<file path="src/rtl/processor_pkg.sv">
// Shared definitions for the 8-bit accumulator processor.
// Contents: default widths, opcode encodings, control-FSM state type and
// a helper that flags opcodes whose execute cycle addresses RAM by IR[4:0].
package processor_pkg;

  localparam int unsigned DEF_ADDR_W = 5;
  localparam int unsigned DEF_DATA_W = 8;

  localparam logic [2:0] OP_LOAD  = 3'b000;
  localparam logic [2:0] OP_STORE = 3'b001;
  localparam logic [2:0] OP_ADD   = 3'b010;
  localparam logic [2:0] OP_SUB   = 3'b011;
  localparam logic [2:0] OP_IN    = 3'b100;
  localparam logic [2:0] OP_JZ    = 3'b101;
  localparam logic [2:0] OP_JPOS  = 3'b110;
  localparam logic [2:0] OP_HALT  = 3'b111;

  typedef enum logic [2:0] {
    S_LOAD,
    S_FETCH,
    S_DECODE,
    S_EXEC,
    S_WAITIN,
    S_HALT
  } state_e;

  // Opcodes whose EXEC cycle puts the operand address on the RAM bus.
  function automatic logic uses_operand(input logic [2:0] op);
    return (op == OP_LOAD) || (op == OP_STORE) || (op == OP_ADD) || (op == OP_SUB);
  endfunction

endpackage

</file>
<file path="src/rtl/processor_if.sv">
// User-side bus of the processor: mode/strobe/switch inputs and the
// output/debug observation signals.
// master: the environment (drives init, enter, in; observes the rest).
// slave:  the processor.
interface processor_if import processor_pkg::*; #(
  parameter int unsigned ADDR_W = DEF_ADDR_W,
  parameter int unsigned DATA_W = DEF_DATA_W
);
  logic              init;        // 1 = memory-load mode, 0 = run
  logic              enter;       // user strobe, rising edge = press
  logic [DATA_W-1:0] in;          // switch data
  logic [DATA_W-1:0] out;         // output port (= A)
  logic              halt;        // high while halted
  logic [ADDR_W-1:0] IR40;        // IR operand field
  logic [ADDR_W-1:0] MeminstOut;  // current RAM address
  logic [DATA_W-1:0] regAOut;     // accumulator
  logic [DATA_W-1:0] RAMout;      // RAM read data at MeminstOut

  modport master (
    output init, enter, in,
    input  out, halt, IR40, MeminstOut, regAOut, RAMout
  );

  modport slave (
    input  init, enter, in,
    output out, halt, IR40, MeminstOut, regAOut, RAMout
  );
endinterface

</file>
<file path="src/rtl/processor_ram.sv">
// Unified program/data RAM: 2**ADDR_W words of DATA_W bits,
// asynchronous read, synchronous write, no reset.
// Ports: clk; i_we/i_waddr/i_wdata write port; i_raddr/o_rdata read port.
module processor_ram #(
  parameter int unsigned ADDR_W = 5,
  parameter int unsigned DATA_W = 8
) (
  input  logic              clk,
  input  logic              i_we,
  input  logic [ADDR_W-1:0] i_waddr,
  input  logic [DATA_W-1:0] i_wdata,
  input  logic [ADDR_W-1:0] i_raddr,
  output logic [DATA_W-1:0] o_rdata
);

  logic [DATA_W-1:0] r_mem [0:(1<<ADDR_W)-1];

  always_ff @(posedge clk) begin
    if (i_we) r_mem[i_waddr] <= i_wdata;
  end

  assign o_rdata = r_mem[i_raddr];

endmodule

</file>
<file path="src/rtl/processor.sv">
// 8-bit accumulator processor: control FSM and datapath (PC, IR, A, load
// pointer) around a unified program/data RAM.
// Ports: clk, reset (async, active low), bus (processor_if.slave) carrying
// init/enter/in and the out/halt/debug outputs.
// Build option PROCESSOR_INPUT_SYNC_EN: when defined, enter and init pass
// through 2-flop synchronizers before use (2 extra cycles of latency).
module processor import processor_pkg::*; #(
  parameter int unsigned ADDR_W = DEF_ADDR_W,
  parameter int unsigned DATA_W = DEF_DATA_W
) (
  input logic        clk,
  input logic        reset,
  processor_if.slave bus
);

  logic w_enter;
  logic w_init;

`ifdef PROCESSOR_INPUT_SYNC_EN
  logic [1:0] r_enter_sync;
  logic [1:0] r_init_sync;

  always_ff @(posedge clk or negedge reset) begin
    if (!reset) begin
      r_enter_sync <= '0;
      r_init_sync  <= '0;
    end else begin
      r_enter_sync <= {r_enter_sync[0], bus.enter};
      r_init_sync  <= {r_init_sync[0], bus.init};
    end
  end

  assign w_enter = r_enter_sync[1];
  assign w_init  = r_init_sync[1];
`else
  assign w_enter = bus.enter;
  assign w_init  = bus.init;
`endif

  state_e            r_state, w_state_d;
  logic [ADDR_W-1:0] r_pc, w_pc_d;
  logic [ADDR_W-1:0] r_lp, w_lp_d;
  logic [DATA_W-1:0] r_ir, w_ir_d;
  logic [DATA_W-1:0] r_a, w_a_d;
  logic              r_enter_q;

  logic              w_press;
  logic [2:0]        w_op;
  logic [ADDR_W-1:0] w_opaddr;
  logic [ADDR_W-1:0] w_addr;
  logic              w_we;
  logic [DATA_W-1:0] w_wdata;
  logic [DATA_W-1:0] w_rdata;

  assign w_press  = w_enter & ~r_enter_q;
  assign w_op     = r_ir[DATA_W-1 -: 3];
  assign w_opaddr = r_ir[ADDR_W-1:0];

  // One shared address bus serves both read and write.
  always_comb begin
    w_addr = r_pc;
    case (r_state)
      S_LOAD:  w_addr = r_lp;
      S_EXEC:  if (uses_operand(w_op)) w_addr = w_opaddr;
      default: ;
    endcase
  end

  processor_ram #(
    .ADDR_W(ADDR_W),
    .DATA_W(DATA_W)
  ) u_ram (
    .clk    (clk),
    .i_we   (w_we),
    .i_waddr(w_addr),
    .i_wdata(w_wdata),
    .i_raddr(w_addr),
    .o_rdata(w_rdata)
  );

  always_comb begin
    w_state_d = r_state;
    w_pc_d    = r_pc;
    w_lp_d    = r_lp;
    w_ir_d    = r_ir;
    w_a_d     = r_a;
    w_we      = 1'b0;
    w_wdata   = r_a;

    // init overrides everything; an in-flight instruction is dropped.
    if (w_init) begin
      w_state_d = S_LOAD;
      if (r_state != S_LOAD) begin
        w_lp_d = '0;
        w_pc_d = '0;
      end else if (w_press) begin
        w_we    = 1'b1;
        w_wdata = bus.in;
        w_lp_d  = r_lp + 1'b1;
      end
    end else begin
      unique case (r_state)
        S_LOAD: begin
          w_state_d = S_FETCH;
          w_pc_d    = '0;
        end
        S_FETCH: begin
          w_ir_d    = w_rdata;
          w_pc_d    = r_pc + 1'b1;
          w_state_d = S_DECODE;
        end
        S_DECODE: begin
          w_state_d = (w_op == OP_HALT) ? S_HALT : S_EXEC;
        end
        S_EXEC: begin
          w_state_d = S_FETCH;
          unique case (w_op)
            OP_LOAD:  w_a_d = w_rdata;
            OP_STORE: w_we  = 1'b1;
            OP_ADD:   w_a_d = r_a + w_rdata;
            OP_SUB:   w_a_d = r_a - w_rdata;
            OP_IN:    w_state_d = S_WAITIN;
            OP_JZ:    if (r_a == '0) w_pc_d = w_opaddr;
            OP_JPOS:  if (!r_a[DATA_W-1] && (r_a != '0)) w_pc_d = w_opaddr;
            OP_HALT:  w_state_d = S_HALT;
          endcase
        end
        S_WAITIN: begin
          if (w_press) begin
            w_a_d     = bus.in;
            w_state_d = S_FETCH;
          end
        end
        S_HALT:  w_state_d = S_HALT;
        default: w_state_d = S_FETCH;
      endcase
    end
  end

  always_ff @(posedge clk or negedge reset) begin
    if (!reset) begin
      r_state   <= S_FETCH;
      r_pc      <= '0;
      r_lp      <= '0;
      r_ir      <= '0;
      r_a       <= '0;
      r_enter_q <= 1'b0;
    end else begin
      r_state   <= w_state_d;
      r_pc      <= w_pc_d;
      r_lp      <= w_lp_d;
      r_ir      <= w_ir_d;
      r_a       <= w_a_d;
      r_enter_q <= w_enter;
    end
  end

  assign bus.out        = r_a;
  assign bus.regAOut    = r_a;
  assign bus.halt       = (r_state == S_HALT);
  assign bus.IR40       = w_opaddr;
  assign bus.MeminstOut = w_addr;
  assign bus.RAMout     = w_rdata;

endmodule

</file>
<file path="src/flat_wrapper.sv">
// flat-port wrapper written by rule: the top's interface ports become plain ports
module processor_flat import processor_pkg::*;
#(
  parameter int unsigned ADDR_W = DEF_ADDR_W,
  parameter int unsigned DATA_W = DEF_DATA_W
)
  (clk, reset, bus_init, bus_enter, bus_in, bus_out, bus_halt, bus_IR40, bus_MeminstOut, bus_regAOut, bus_RAMout);
  processor_if #(.ADDR_W(ADDR_W), .DATA_W(DATA_W)) bus_i ();
  input logic clk;
  input logic reset;
  input wire logic [$bits(bus_i.init)-1:0] bus_init;
  input wire logic [$bits(bus_i.enter)-1:0] bus_enter;
  input wire logic [$bits(bus_i.in)-1:0] bus_in;
  output wire logic [$bits(bus_i.out)-1:0] bus_out;
  output wire logic [$bits(bus_i.halt)-1:0] bus_halt;
  output wire logic [$bits(bus_i.IR40)-1:0] bus_IR40;
  output wire logic [$bits(bus_i.MeminstOut)-1:0] bus_MeminstOut;
  output wire logic [$bits(bus_i.regAOut)-1:0] bus_regAOut;
  output wire logic [$bits(bus_i.RAMout)-1:0] bus_RAMout;
  assign bus_i.init = bus_init;
  assign bus_i.enter = bus_enter;
  assign bus_i.in = bus_in;
  assign bus_out = bus_i.out;
  assign bus_halt = bus_i.halt;
  assign bus_IR40 = bus_i.IR40;
  assign bus_MeminstOut = bus_i.MeminstOut;
  assign bus_regAOut = bus_i.regAOut;
  assign bus_RAMout = bus_i.RAMout;
  processor #(.ADDR_W(ADDR_W), .DATA_W(DATA_W)) u_core (.clk(clk), .reset(reset), .bus(bus_i));
endmodule
</file>
<file path="config.mk">
export PLATFORM = sky130hd
export DESIGN_NAME = processor_flat
export DESIGN_NICKNAME = d
export VERILOG_FILES = /design/src/rtl/processor_pkg.sv /design/src/rtl/processor_if.sv /design/src/rtl/processor_ram.sv /design/src/rtl/processor.sv /design/src/flat_wrapper.sv
export SDC_FILE = /design/constraint.sdc
export NUM_CORES = 1
export LEC_CHECK = 0
export ABC_AREA = 0
export ABC_CLOCK_PERIOD_IN_PS = 8600
export CAP_MARGIN = 0
export CORE_MARGIN = 4
export CORE_UTILIZATION = 68
export DETAILED_ROUTE_END_ITERATION = 10
export DONT_BUFFER_PORTS = 1
export PLACE_DENSITY = 0.8
export SLEW_MARGIN = 20
export SYNTH_ARGS = -nofsm -noshare
export SYNTH_HDL_FRONTEND = slang
export SYNTH_HIERARCHICAL = 1
export SYNTH_SLANG_ARGS = --single-unit
</file>
<file path="constraint.sdc">
create_clock -name clk -period 8.6 [get_ports clk]
set_input_delay 1.72 -clock clk [delete_from_list [all_inputs] [get_ports clk]]
set_output_delay 1.72 -clock clk [all_outputs]
set_load 0.02 [all_outputs]
</file>
# Word level (Yosys, flattened, before mapping)
# Memory sizes are Yosys's and may differ from the RTL's.
# Cells that the tools add are included.
classes:
  addsub: 4
  n_eq_ne: 18
  n_mux: 27
  bitwise_logic: 3
  n_reduce_logical: 17
op_table:
  columns: ["cell", "count"]
  rows:
  - ["two-way mux 5 bit", 7]
  - ["two-way mux 8 bit", 3]
  - ["one-hot mux 8 bit (3 select lines)", 1]
  - ["one-hot mux 5 bit (2 select lines)", 2]
  - ["== test 3 bit (second input constant)", 6]
  - ["one-hot mux 8 bit (2 select lines)", 1]
  - ["one-hot mux 3 bit (5 select lines)", 1]
  - ["one-hot mux 5 bit (3 select lines)", 1]
  - ["== test 3 x 2 -> 1 bit (second input constant)", 4]
  - ["inequality test 4 x 3 -> 1 bit (second input constant)", 3]
  - ["adder 5 x 1 -> 5 bit (second input constant)", 2]
  - ["two-way mux 3 bit", 3]
  - ["adder 8 bit", 1]
  - ["zero test 8 bit", 1]
  - ["nonzero test 8 bit", 1]
  - ["subtractor 8 bit", 1]
  - ["two-way mux 1 bit", 7]
  - ["== test 3 x 1 -> 1 bit (second input constant)", 2]
  - ["zero test 3 bit", 2]
  - ["one-hot mux 3 bit (2 select lines)", 1]
  - ["AND reduction 5 bit", 1]
  - ["inequality test 4 x 1 -> 1 bit (second input constant)", 1]
  - ["AND reduction 2 bit", 2]
  - ["nonzero test 2 bit", 2]
  - ["10 further kinds", 13]
totals:
  ff_bits: 30
  ramBits: 256
  inputBits: 12
  output_inout_bits: 35
  word_cells: 76
  mem_count: 1
mem_list:
  columns: ["name", "depth", "word_bits", "read_ports", "rd_clocked_by_memory_dff", "write_ports", "line", "source"]
  rows:
  - ["u_core.u_ram.r_mem", 32, 8, 1, 0, 1, "processor_ram.sv:16", "logic [DATA_W-1:0] r_mem [0:(1<<ADDR_W)-1];"]

# Longest topological paths before layout
# An unclocked memory read counts as a cell.
depth:
  ltp_word: 10
  ltp_mapped: 22
  depth_no_buf: 19

# Hierarchy
# The synthesis kept the hierarchy.
modules_own_cells:
  columns: ["module", "n_inst", "cells_each", "area_each_um2", "seq_area_each_um2"]
  rows:
  - ["processor_ram", 1, 409, 9893.2, 7687.4]
  - ["processor", 1, 287, 2484.9, 752.0]

# Worst setup path before layout
# OpenSTA, ideal clock, no wires.
synth_timing:
  path_kind: "register to register"
  startpoint: "register u_core.r_state[0]"
  endpoint: "register u_core.r_a[6] (netlist: u_core/bus.out[6])"
  setup_ps: 90
  arrival_ps: 5098
  t_required_ps: 8510
  setup_slack_ps: 3412
  stages_incl_launch_ff: 22
  n_path_buf: 3
  synth_period_minus_slack_ps: 5188
  path_cell_list: "dfstp_2 -> buf_4 -> nand3b_4 -> nor2_1 -> a22oi_1 -> nand2_1 -> clkbuf_1 -> clkbuf_1 -> mux4_2 -> mux4_2 -> mux2_2 -> inv_1 -> ha_1 -> nor3b_1 -> nor2_1 -> xnor2_1 -> ha_1 -> a21oi_1 -> o21ai_0 -> nand2_1 -> mux2_2 -> o221ai_1"
synth_via:
  elab_chain_cells: 6
  word_cells_on_any_way: 12
  cone_classes: "2 x add/sub; 3 x eq/ne; 3 x mux; 3 x reduce/logical; 1 x memory"
synth_lines:
  columns: ["element", "line", "source"]
  rows:
  - ["from (decl)", "processor.sv:40", "state_e r_state, w_state_d;"]
  - ["from (signal assigned)", "processor.sv:149", "r_state <= w_state_d;"]
  - ["== test 3 x 2 -> 1 bit or zero test 3 bit (tied branches)", "processor.sv:62", "case (r_state)"]
  - ["one-hot mux 5 bit (2 select lines) (*)", "processor.sv:62", null]
  - ["net bus_MeminstOut[2]", "flat_wrapper.sv:17", "output wire logic [$bits(bus_i.MeminstOut)-1:0] bus_MeminstOut;"]
  - ["memory (32 x 8 bit) (*)", null, null]
  - ["net bus_RAMout[1]", "flat_wrapper.sv:19", "output wire logic [$bits(bus_i.RAMout)-1:0] bus_RAMout;"]
  - ["subtractor 8 bit or adder 8 bit (tied branches)", "processor.sv:121, processor.sv:120", null]
  - ["one-hot mux 8 bit (3 select lines) (*)", "processor.sv:117", "unique case (w_op)"]
  - ["one-hot mux 8 bit (2 select lines) (*)", "processor.sv:102", "unique case (r_state)"]
  - ["to (signal assigned)", "processor.sv:153", "r_a <= w_a_d;"]
  - ["to (decl)", "processor.sv:44", "logic [DATA_W-1:0] r_a, w_a_d;"]
# The timed path passes the listed nets; every way through them passes the cells marked *.
# A chain may end at the register's enable or synchronous reset.

# Final worst setup path
layout_timing:
  startpoint: "register u_core.r_state[1]"
  endpoint: "output port bus_RAMout[4]"
layout_via:
  elab_chain_cells: 3
  word_cells_on_any_way: 4
  cone_classes: "1 x eq/ne; 1 x mux; 1 x reduce/logical; 1 x memory"
layout_lines:
  columns: ["element", "line"]
  rows:
  - ["== test 3 x 2 -> 1 bit or zero test 3 bit (tied branches)", "processor.sv:62"]
  - ["one-hot mux 5 bit (2 select lines) (*)", "processor.sv:62"]
  - ["net bus_MeminstOut[0]", "flat_wrapper.sv:17"]
  - ["memory (32 x 8 bit) (*)", null]
  - ["to (decl)", "flat_wrapper.sv:19"]
# Marks and branches as above.

==> results.cfg <==
[status]
status = completed

[critical_path]
crit_fanout = 46
cp.required_ns = 6.88
r2r_cells = 16
crit-reg2reg-launch = u_core/r_state[1]$_DFFE_PN0P_
slowest_stage = nand2_4
path_cells = nor3_2 > a22oi_1 > nand2_4 > buf_4 > mux4_2 > mux4_2 > mux2_2
end_kind = output port
critical_path_class = reg -> out
r2r_end = u_core/bus.out[6]$_DFFE_PN0P_
worst_path_most_repeated_cell = mux4_2
crit_path_start_kind = flop
rrSetupSlack_ns = 2.31
crit_arrival_ns = 4.89
cp_slowest_stage_delay_ns = 0.73

[synth]
synth_top_area_frac = 0.6210
synth_edf_count = 256
yosysWarnings = 6
async_reset_ff_frac = 0.1049
syn-num-nets = 719
ys_types = 62
synth_area_sq_mm = 0.01238
synth_area_leaders = edfxtp_1 (62%), mux4_2 (15%), dfrtp_1 (5.9%)
ys.flop_type = edfxtp_1
yosys.area.top_type = edfxtp_1
syn_avg_cell_area_sq_um = 17.78
ys_seq_area_frac = 0.6818
ys_ff_latch = 286
syn_inst = 696

[clock_tree]
cts.sinks = 286
root_buffer = clkbuf_16
cts_tree = built
clk_pin_slew_ns = 0.06
numCtsBuffers = 27
hold_buffers = 0
clockBufferDepth = 3
clkLatencyLatePin_ns = 0.54
cts_resized = 0
post_cts_buffers = 0
htree_num_levels = 1

[finish]
final_util = 0.7394
final_cells = 931
drive_gt1_frac = 0.2279
design_area_sq_mm = 0.01328
syn2layout_area_growth_pct = 7.308
fillers = 1002
mostFrequentLayoutCell = edfxtp_1
antenna_cells = 0
layout_common_cells = edfxtp_1 (256), mux4_2 (80), nor2_1 (54), nand2_1 (33), dfrtp_1 (29)
nets = 708

[drt]
viasPerCell = 7.078
vias = 6590
drt-initial-drc-count = 893
wl_mm = 27.17
avgRoutedWirePerCell_microns = 29.19
drt.antenna.violating_nets = 0
drc = 0
dr.pass1.iters = 5

[floorplanning]
start_util = 0.6891
num_rows = 49
ios = 47
die_x_microns = 142.9
dieArea_sq_mm = 0.02043
die_h_microns = 142.9
coreArea_sq_mm = 0.01796

[placement]
dp_cells = 885
dpl.hpwl_mm = 16.44
routabilityCongestion = 0.9029
numPortBuffers = 0
placed_cell_area_sq_mm = 0.01244

[timing]
period_share = 0.7690
min_period_ns = 6.614
worstMarginPinSlew_ns = 0.9551
slew_violations = 0
grt_setup_unrepaired = no
hold_viol_final = 0
setup_viol = 0
max_slew_margin = 0.3609
fin_setup_tns_ns = 0
fmax_mhz = 151.2
fin_skew_ns = 0.02214

[power_and_ir_drop]
internal_power_w = 0.002853
clockPowerShare = 0.274
seqPwrFrac = 0.453
p_sw_frac = 0.3245
pwr-share-comb = 0.273
power.density_mw_per_mm2 = 317.9
power_leakage_nw = 4.187
power_switching_w = 0.001370
irDropWorstVdd_uv = 309.8

[global_route]
grt_antenna_before_repair = 0
grt.overflow.total = 0
grt_use_total = 0.2762
grt_pass1_wl_mm = 41.43
grt_max_degree = 47
grt_pass1_vias = 6545

[min_path]
hold_depth = 1
min_from = u_core/r_lp[3]$_DFFE_PN0P_
holdPathEnd = u_core/r_lp[3]$_DFFE_PN0P_
hold_path_class = reg -> reg

[job]
maxCapViolations = 0
synth_stat cells, types with 6 or more instances:
cell        n
edfxtp_1  256
mux4_2     80
nor2_1     54
nand2_1    35
dfrtp_1    29
a21oi_1    25
mux2_2     23
buf_4      21
o21ai_0    16
nor3_1     11
clkbuf_1   10
ha_1       10
xnor2_1    10
inv_1       8
nand3b_1    8
nand3_1     7
a22oi_1     6
buf_1       6
kinds of logic after synthesis:
family	after synthesis	synth area share
AOI/OAI and AO/OA	78	0.04054
xor gates and xnor gates	12	0.008491
adders and majority gates	11	0.01173
buffers and inverters	53	0.02527
DFF	286	0.6818
muxes	108	0.1705
and+or+nand+nor	148	0.06166
worst max-delay path, delay by kind of cell (launching register included):
| kind | cells | cell delay [ns] |
|---|---|---|
| buf+inv | 1 | 0.57 |
| mux | 3 | 1.56 |
| simple gates | 2 | 1.35 |
| flops | 1 | 0.61 |
| compound gates | 1 | 0.22 |
per-layer routing:
layer  vias to the layer above  GRT usage  wire length (microns)
met1                      3399     0.4139                  10670
met5                         -          0                      0
met2                       370     0.4431                  13370
met3                        47    0.03885                   2567
met4                         0    0.07004                    559
li1                       2774          -                      -
power by group through the flow:
stage	logic, W	clock network [W]	registers [W]
2_1_floorplan	0.000947	0	0.00185
3_3_place_gp	0.00109	0	0.00194
3_5_place_dp	0.00114	0	0.00194
4_1_cts	0.00115	0.00117	0.00191
5_1_grt	0.00124	0.00123	0.00193
6_report	0.00115	0.00116	0.00191
stage by stage:
step / setup slack [ns] / hold slack (ns) / total power (W)
2_1_floorplan: 3.412 / 0.4675 / 0.002797
3_3_place_gp: 2.524 / 0.5100 / 0.003029
3_5_place_dp: 2.324 / 0.5260 / 0.003077
4_1_cts: 1.884 / 0.5386 / 0.004232
5_1_grt: 1.659 / 0.5659 / 0.004403
6_report: 1.986 / 0.5458 / 0.004223
cell type report:
cell class / instances / area [sq um] / area share
sequential: 286 / 8439 / 0.6354
clock inverter: 12 / 140.1 / 0.01055
multi-input combinational: 357 / 3647 / 0.2746
inverter: 8 / 30.03 / 0.002261
tap: 229 / 286.5 / 0.02157
timing repair buffer: 5 / 37.54 / 0.002826
clock buffer: 34 / 701.9 / 0.05284
flip-flops by register name (all words and copies together), names as in the netlist:
| register | count |
|---|---|
| u_core/bus.out | 8 |
| u_core/r_enter_q | 1 |
| u_core/r_ir | 8 |
| u_core/r_lp | 5 |
| u_core/r_pc | 5 |
| u_core/r_state | 3 |
| u_core/u_ram/r_mem | 256 |
worst max path at each step:
stage | endpoint | from | slack [ns]
after global placement | u_core/bus.out[6]$_DFFE_PN0P_ | u_core/r_state[1]$_DFFE_PN0P_ | 2.52
after detailed placement | u_core/bus.out[6]$_DFFE_PN0P_ | u_core/r_state[1]$_DFFE_PN0P_ | 2.32
final | bus_RAMout[4] | u_core/r_state[1]$_DFFE_PN0P_ | 1.99
after global routing | bus_RAMout[4] | u_core/r_state[1]$_DFFE_PN0P_ | 1.66
after CTS | bus_RAMout[4] | u_core/r_state[1]$_DFFE_PN0P_ | 1.88
after floorplan | u_core/bus.out[6]$_DFFE_PN0P_ | u_core/r_state[0]$_DFFE_PN1P_ | 3.41
Note: power is estimated with default switching activity, not from simulation.
